**config.mk**
```make
export PLATFORM = sky130hd
export DESIGN_NAME = btb_bht_assoc
export DESIGN_NICKNAME = d
export VERILOG_FILES = /design/src/rtl/btb_bht_assoc.sv
export SDC_FILE = /design/constraint.sdc
export NUM_CORES = 2
export LEC_CHECK = 0
export BUFFER_PORTS_ARGS = -buffer_cell sky130_fd_sc_hd__buf_4
export CAP_MARGIN = 20
export CELL_PAD_IN_SITES_DETAIL_PLACEMENT = 1
export CELL_PAD_IN_SITES_GLOBAL_PLACEMENT = 1
export CORE_MARGIN = 2
export CORE_UTILIZATION = 45
export DETAILED_ROUTE_END_ITERATION = 8
export PLACE_DENSITY = 0.7
export SETUP_SLACK_MARGIN = 0.02
export SLEW_MARGIN = 30
export SYNTH_ARGS = -nofsm -noshare
export SYNTH_HDL_FRONTEND = slang
export SYNTH_SLANG_ARGS = --single-unit
export TNS_END_PERCENT = 20
```
**constraint.sdc**
```tcl
create_clock -name clk -period 5.3 [get_ports clk]
set_input_delay 0.265 -clock clk [delete_from_list [all_inputs] [get_ports clk]]
set_output_delay 0.265 -clock clk [all_outputs]
set_load 0.005 [all_outputs]
```
**src/rtl/btb_bht_assoc.sv**
```systemverilog
// N-way set-associative branch target buffer with per-entry saturating direction counters.
// Lookup is combinational on the IF PC; the resolved EX branch updates the table and the statistics.
module btb_bht_assoc #(
   parameter int INDEX_LEN = 4,
   parameter int WAYS      = 2,
   parameter int CNT_BITS  = 2,
   parameter int STAT_W    = 32
) (
   input  logic              clk,
   input  logic              rst_n,
   input  logic [31:0]       PC_IF,
   output logic              find,
   output logic              jmp,
   output logic [31:0]       NPC_Pred,
   input  logic              ex_valid,
   input  logic              is_br_EX,
   input  logic              br_EX,
   input  logic [31:0]       PC_EX,
   input  logic [31:0]       br_target,
   input  logic              find_EX,
   input  logic [31:0]       NPC_Pred_EX,
   output logic              fail,
   output logic [STAT_W-1:0] br_count,
   output logic [STAT_W-1:0] mispred_count
);

   localparam int SETS  = 1 << INDEX_LEN;
   localparam int TAG_W = 30 - INDEX_LEN;
   localparam int WW    = (WAYS > 1) ? $clog2(WAYS) : 1;
   localparam logic [CNT_BITS-1:0] CNT_MAX  = {CNT_BITS{1'b1}};
   localparam logic [CNT_BITS-1:0] CNT_WEAK = CNT_BITS'(1 << (CNT_BITS - 1));

   logic [WAYS-1:0]     r_valid  [SETS];
   logic [TAG_W-1:0]    r_tag    [SETS][WAYS];
   logic [31:0]         r_target [SETS][WAYS];
   logic [CNT_BITS-1:0] r_cnt    [SETS][WAYS];
   logic [WW-1:0]       r_rr     [SETS];
   logic                r_fail;
   logic [STAT_W-1:0]   r_br_count;
   logic [STAT_W-1:0]   r_mis_count;

   logic [INDEX_LEN-1:0] w_if_idx, w_ex_idx;
   logic [TAG_W-1:0]     w_if_tag, w_ex_tag;
   logic                 w_if_hit, w_ex_hit;
   logic [WW-1:0]        w_if_way, w_ex_way;
   logic                 w_inv_found;
   logic [WW-1:0]        w_inv_way;
   logic [WW-1:0]        w_vict_way;
   logic [WW-1:0]        w_rr_next;
   logic [CNT_BITS-1:0]  w_cnt_cur, w_cnt_next;
   logic [31:0]          w_actual_npc;
   logic                 w_mis;
   logic                 w_unused_ok;

   assign w_if_idx = PC_IF[INDEX_LEN+1:2];
   assign w_if_tag = PC_IF[31:INDEX_LEN+2];
   assign w_ex_idx = PC_EX[INDEX_LEN+1:2];
   assign w_ex_tag = PC_EX[31:INDEX_LEN+2];

   // Descending scans so the lowest-numbered matching way is the one left standing.
   always_comb begin
      w_if_hit = 1'b0;
      w_if_way = '0;
      w_ex_hit = 1'b0;
      w_ex_way = '0;
      w_inv_found = 1'b0;
      w_inv_way = '0;
      for (int w = WAYS - 1; w >= 0; w--) begin
         if (r_valid[w_if_idx][w] && (r_tag[w_if_idx][w] == w_if_tag)) begin
            w_if_hit = 1'b1;
            w_if_way = WW'(w);
         end
         if (r_valid[w_ex_idx][w] && (r_tag[w_ex_idx][w] == w_ex_tag)) begin
            w_ex_hit = 1'b1;
            w_ex_way = WW'(w);
         end
         if (!r_valid[w_ex_idx][w]) begin
            w_inv_found = 1'b1;
            w_inv_way = WW'(w);
         end
      end
   end

   assign find     = w_if_hit;
   assign jmp      = w_if_hit && r_cnt[w_if_idx][w_if_way][CNT_BITS-1];
   assign NPC_Pred = jmp ? r_target[w_if_idx][w_if_way] : PC_IF + 32'd4;

   assign w_actual_npc = (is_br_EX && br_EX) ? br_target : PC_EX + 32'd4;
   assign w_mis        = (NPC_Pred_EX != w_actual_npc);

   assign w_vict_way = w_inv_found ? w_inv_way : r_rr[w_ex_idx];
   assign w_rr_next  = (r_rr[w_ex_idx] == WW'(WAYS - 1)) ? '0 : r_rr[w_ex_idx] + 1'b1;

   assign w_cnt_cur = r_cnt[w_ex_idx][w_ex_way];
   always_comb begin
      w_cnt_next = w_cnt_cur;
      if (br_EX) begin
         if (w_cnt_cur != CNT_MAX) w_cnt_next = w_cnt_cur + 1'b1;
      end else begin
         if (w_cnt_cur != '0) w_cnt_next = w_cnt_cur - 1'b1;
      end
   end

   always_ff @(posedge clk or negedge rst_n) begin
      if (!rst_n) begin
         for (int s = 0; s < SETS; s++) begin
            r_valid[s] <= '0;
            r_rr[s] <= '0;
            for (int w = 0; w < WAYS; w++) begin
               r_tag[s][w] <= '0;
               r_target[s][w] <= '0;
               r_cnt[s][w] <= '0;
            end
         end
         r_fail <= 1'b0;
         r_br_count <= '0;
         r_mis_count <= '0;
      end else if (ex_valid) begin
         r_fail <= w_mis;
         r_br_count <= r_br_count + STAT_W'(is_br_EX);
         r_mis_count <= r_mis_count + STAT_W'(w_mis);
         if (is_br_EX) begin
            if (w_ex_hit) begin
               r_cnt[w_ex_idx][w_ex_way] <= w_cnt_next;
               if (br_EX) r_target[w_ex_idx][w_ex_way] <= br_target;
            end else if (br_EX) begin
               r_valid[w_ex_idx][w_vict_way] <= 1'b1;
               r_tag[w_ex_idx][w_vict_way] <= w_ex_tag;
               r_target[w_ex_idx][w_vict_way] <= br_target;
               r_cnt[w_ex_idx][w_vict_way] <= CNT_WEAK;
               // Round-robin only advances when a live entry is displaced.
               if (!w_inv_found) r_rr[w_ex_idx] <= w_rr_next;
            end
         end else if (w_ex_hit) begin
            r_valid[w_ex_idx][w_ex_way] <= 1'b0;
         end
      end else begin
         r_fail <= 1'b0;
      end
   end

   assign fail          = r_fail;
   assign br_count      = r_br_count;
   assign mispred_count = r_mis_count;

   // find_EX is debug-only, and the byte-offset PC bits never address the table.
   assign w_unused_ok = ^{find_EX, PC_IF[1:0], PC_EX[1:0]};

endmodule

```
==> impl_metrics.ini <==
[final_layout]
regArea_mm2 = 0.0509
drive_gt1_frac = 0.448
syn_to_final_growth_pct = 15.2
final_area_mm2 = 0.122
finish.net_count = 7653
fill_cells = 22300
final_cells = 10900
multiInputGateArea_mm2 = 0.0516

[logic_synthesis]
synth_nets = 7431
synth-warning-count = 0
netlist-cell-type-count = 97
synth_edf_count = 0
muxShareOfSynthArea = 0.383
synth-simple-area-share = 0.0405
synth.avg_cell_area_um2 = 14.5
syn_inst = 7288
yosysSeqAreaShare = 0.480
async_reset_ff_frac = 1.00
synth_compound_area_frac = 0.0364
yosysTopAreaCell = dfrtp_1
synth_xor_area_frac = 0.0220
synth_flop_cell = dfrtp_1
synth_area_leaders = dfrtp_1, mux2_2, mux4_2
synth.top_cell.area_share = 0.480
synth-seq-cells = 2033
synth_top_family_by_area = multiplexers
syn_area_mm2 = 0.106
synth_fa_ha_area_frac = 0.00144

[floorplanning]
coreArea_mm2 = 0.235
fp.dieW_um = 489
num_rows = 178
io_pins = 233
die_height_um = 489
die-area_mm2 = 0.239
initial_core_util = 0.452

[route]
dr.pass1.iters = 7
ant_nets = 0
wl_per_cell_um = 33.9
viasPerCell = 6.42
num_vias = 69700
routed_wirelength_um = 368000
drc_errors = 0
drt_iter0_drc = 6273

[clocking]
insertion_delay_ns = 0.95
clockBufferDepth = 3
cts_root_buffer = clkbuf_16
cts_sinks = 2033
h-tree-depth = 4
cts_tree = built
cts_buffers = 221
cts.clk_slew.worst_paths_ns = 0.06

[sta]
worst_pin_slew_ns = 1.17
fin_tns_setup_ns = 0
finalMaxSlewViolations = 0
period_needed_ns = 5.28
setup_violations = 0
skew_ns = 0.0909
rsz0062_at_grt = yes
slew_headroom = 0.223
hold_violations = 0
max_freq_mhz = 189
fin_crit_sh = 0.996
hold_ws_ns = 0.0946

[grt]
grt_pass1_wl_um = 539000
grt_pass1_vias = 74600
grt_max_degree = 163
grt_antenna_before_repair = 20
grt-ovfl-total = 0
grt_use_total = 0.309

[setup_path]
path_cells = mux4_2 > mux2i_1 > xnor2_1 > mux2i_1 > nand4_1 > nor4_1 > nand3_1 > mux2i_4 > buf_12 > mux2i_1 > buf_4
path_class = flip-flop to output pin
crit_cells = 11
required_ns = 5.04
path_buf_inv = 2
cp_slowest_cell = mux2i_1
arrival_ns = 5.01
critPathLaunchType = flip-flop
worst_setup_path_end_kind = output pin
cp_max_fo = 28
reg2regPathDepth = 13
crit_path_frequent_cell = mux2i_1
crit_family = multiplexers
slowest_delay_ns = 0.58

[power]
p_total_w = 0.0404
power.leakage_nw = 56.3
irDropWorstVdd_uv = 327
p_per_area_mw_per_mm2 = 330

[placement]
dpl.hpwl_um = 245000
place_inst = 10400
placement.io_buffers = 231
gp_congestion = 0.904
dpl-instance-area_mm2 = 0.114

[hold_path]
holdPathStages = 3
min_path_type = input port to flip-flop

[outcome]
status = finished clean

[run]
maxCapViolations = 0
## final cells by class
type / count / area share
multi-input combinational: 4490 / 0.422
sequential: 2033 / 0.417
timing repair buffer: 722 / 0.0637
clock buffer: 318 / 0.0536
tap: 3150 / 0.0323
clock inverter: 93 / 0.0103
inverter: 42 / 0.00131
antenna: 5 / 0.000102
## Yosys cell counts, types with 39 or more instances
cell type and instances:
and3_1 59, buf_2 195, nand4_1 43, mux2_2 1487, mux2_4 111, inv_1 39, mux4_2 677, nor3_1 47
buf_4 62, mux2i_1 400, a22o_1 89, nand2_1 152, clkbuf_1 344, a21oi_1 41, nand3_1 109, a31oi_1 50
a22oi_1 63, o21ai_0 56, xor2_1 111, nor2_1 127, xnor2_1 155, nor4_1 41, buf_1 43, dfrtp_1 2033
buf_6 77, mux2_1 250
## where the power goes
group,switching (W),internal [W],leakage [nW]
sequential,0.000998,0.0170,27.5
combinational,0.00298,0.00294,25.0
clock,0.00694,0.00950,3.84
## per-layer routing
layer,GRT usage,wire length [µm]
met2,0.487,173000
met1,0.412,151000
met4,0.148,19900
met3,0.0588,24800
met5,0,75
## registers in the layout, indices dropped and copies added (netlist names)
signal	count
r_rr	16
r_tag	832
r_cnt	64
r_valid	32
fail	1
mispred_count	32
r_target	1024
br_count	32
## cells in the final DEF (no fill, tap or decap), types with 16 or more instances in the layout
cell type      count
clkinv_2          49
a21oi_1           33
dlygate4sd3_1     47
buf_12           167
xor2_1           109
buf_4            496
nor2b_1           18
inv_1             39
nand2_1          151
mux2i_1          397
a22o_1            89
mux2_4           111
a31oi_1           50
and3_1            59
or3_2             17
mux4_2           677
nor3_4            16
mux2_2          1487
nor3b_1           29
a21oi_4           16
nor3_1            44
nand4_1           43
nand3_1          100
nor4_1            40
o21ai_0           56
clkbuf_16        223
a22oi_1           63
clkbuf_1          34
o31ai_1           25
xnor2_1          155
bufinv_16         18
nor2_1           124
a221oi_1          21
mux2_1           250
and2_1            21
dfrtp_1         2033
clkbuf_8          61
## worst reg2reg max path: cells and delay by family, from the launching register on
kind | cells | cell delay [ns]
and+or+nand+nor | 4 | 1.31
buffers and inverters | 4 | 0.90
muxes | 2 | 0.86
AOI/OAI and AO/OA | 3 | 0.65
DFF | 1 | 0.44
## logic make-up after synthesis
family | count (synthesis)
multiplexers | 2928
flip-flops | 2033
AND/OR/NAND/NOR | 772
buffers and inverters | 765
AO/OA/AOI/OAI | 511
XOR/XNOR | 266
adder cells (fa/ha/maj) | 13
## through the flow
step                       util  setup slack, ns
final                     0.520           0.0228
after global routing      0.520           0.0110
after global placement    0.484           0.0386
after CTS                 0.520           0.0254
after floorplan               -             1.07
after detailed placement  0.484          -0.0326
## final timing paths
path                                    from                 to  slack [ns]
max                                r_tag[82]        NPC_Pred[5]        0.02
min                                PC_EX[10]         r_tag[602]        0.09
max reg2reg                      r_valid[10]          r_tag[77]        0.96
min reg2reg                mispred_count[31]  mispred_count[31]        0.46
max in group asynchronous              rst_n         r_tag[401]        3.02
min in group asynchronous              rst_n         r_tag[790]        0.52
## what timing repair did
| item | in CTS | in global routing |
|---|---|---|
| pin swaps | 1 | 1 |
| endpoints found under the setup margin | 30 | 36 |
| endpoints found under the hold margin | 1337 | 1 |
| hold buffers | 46 | 1 |
| gates resized for setup | 2 | 6 |
| buffers inserted | 1 | 1 |
| cloned | 1 | 0 |
(Power assumes the default switching activity.)
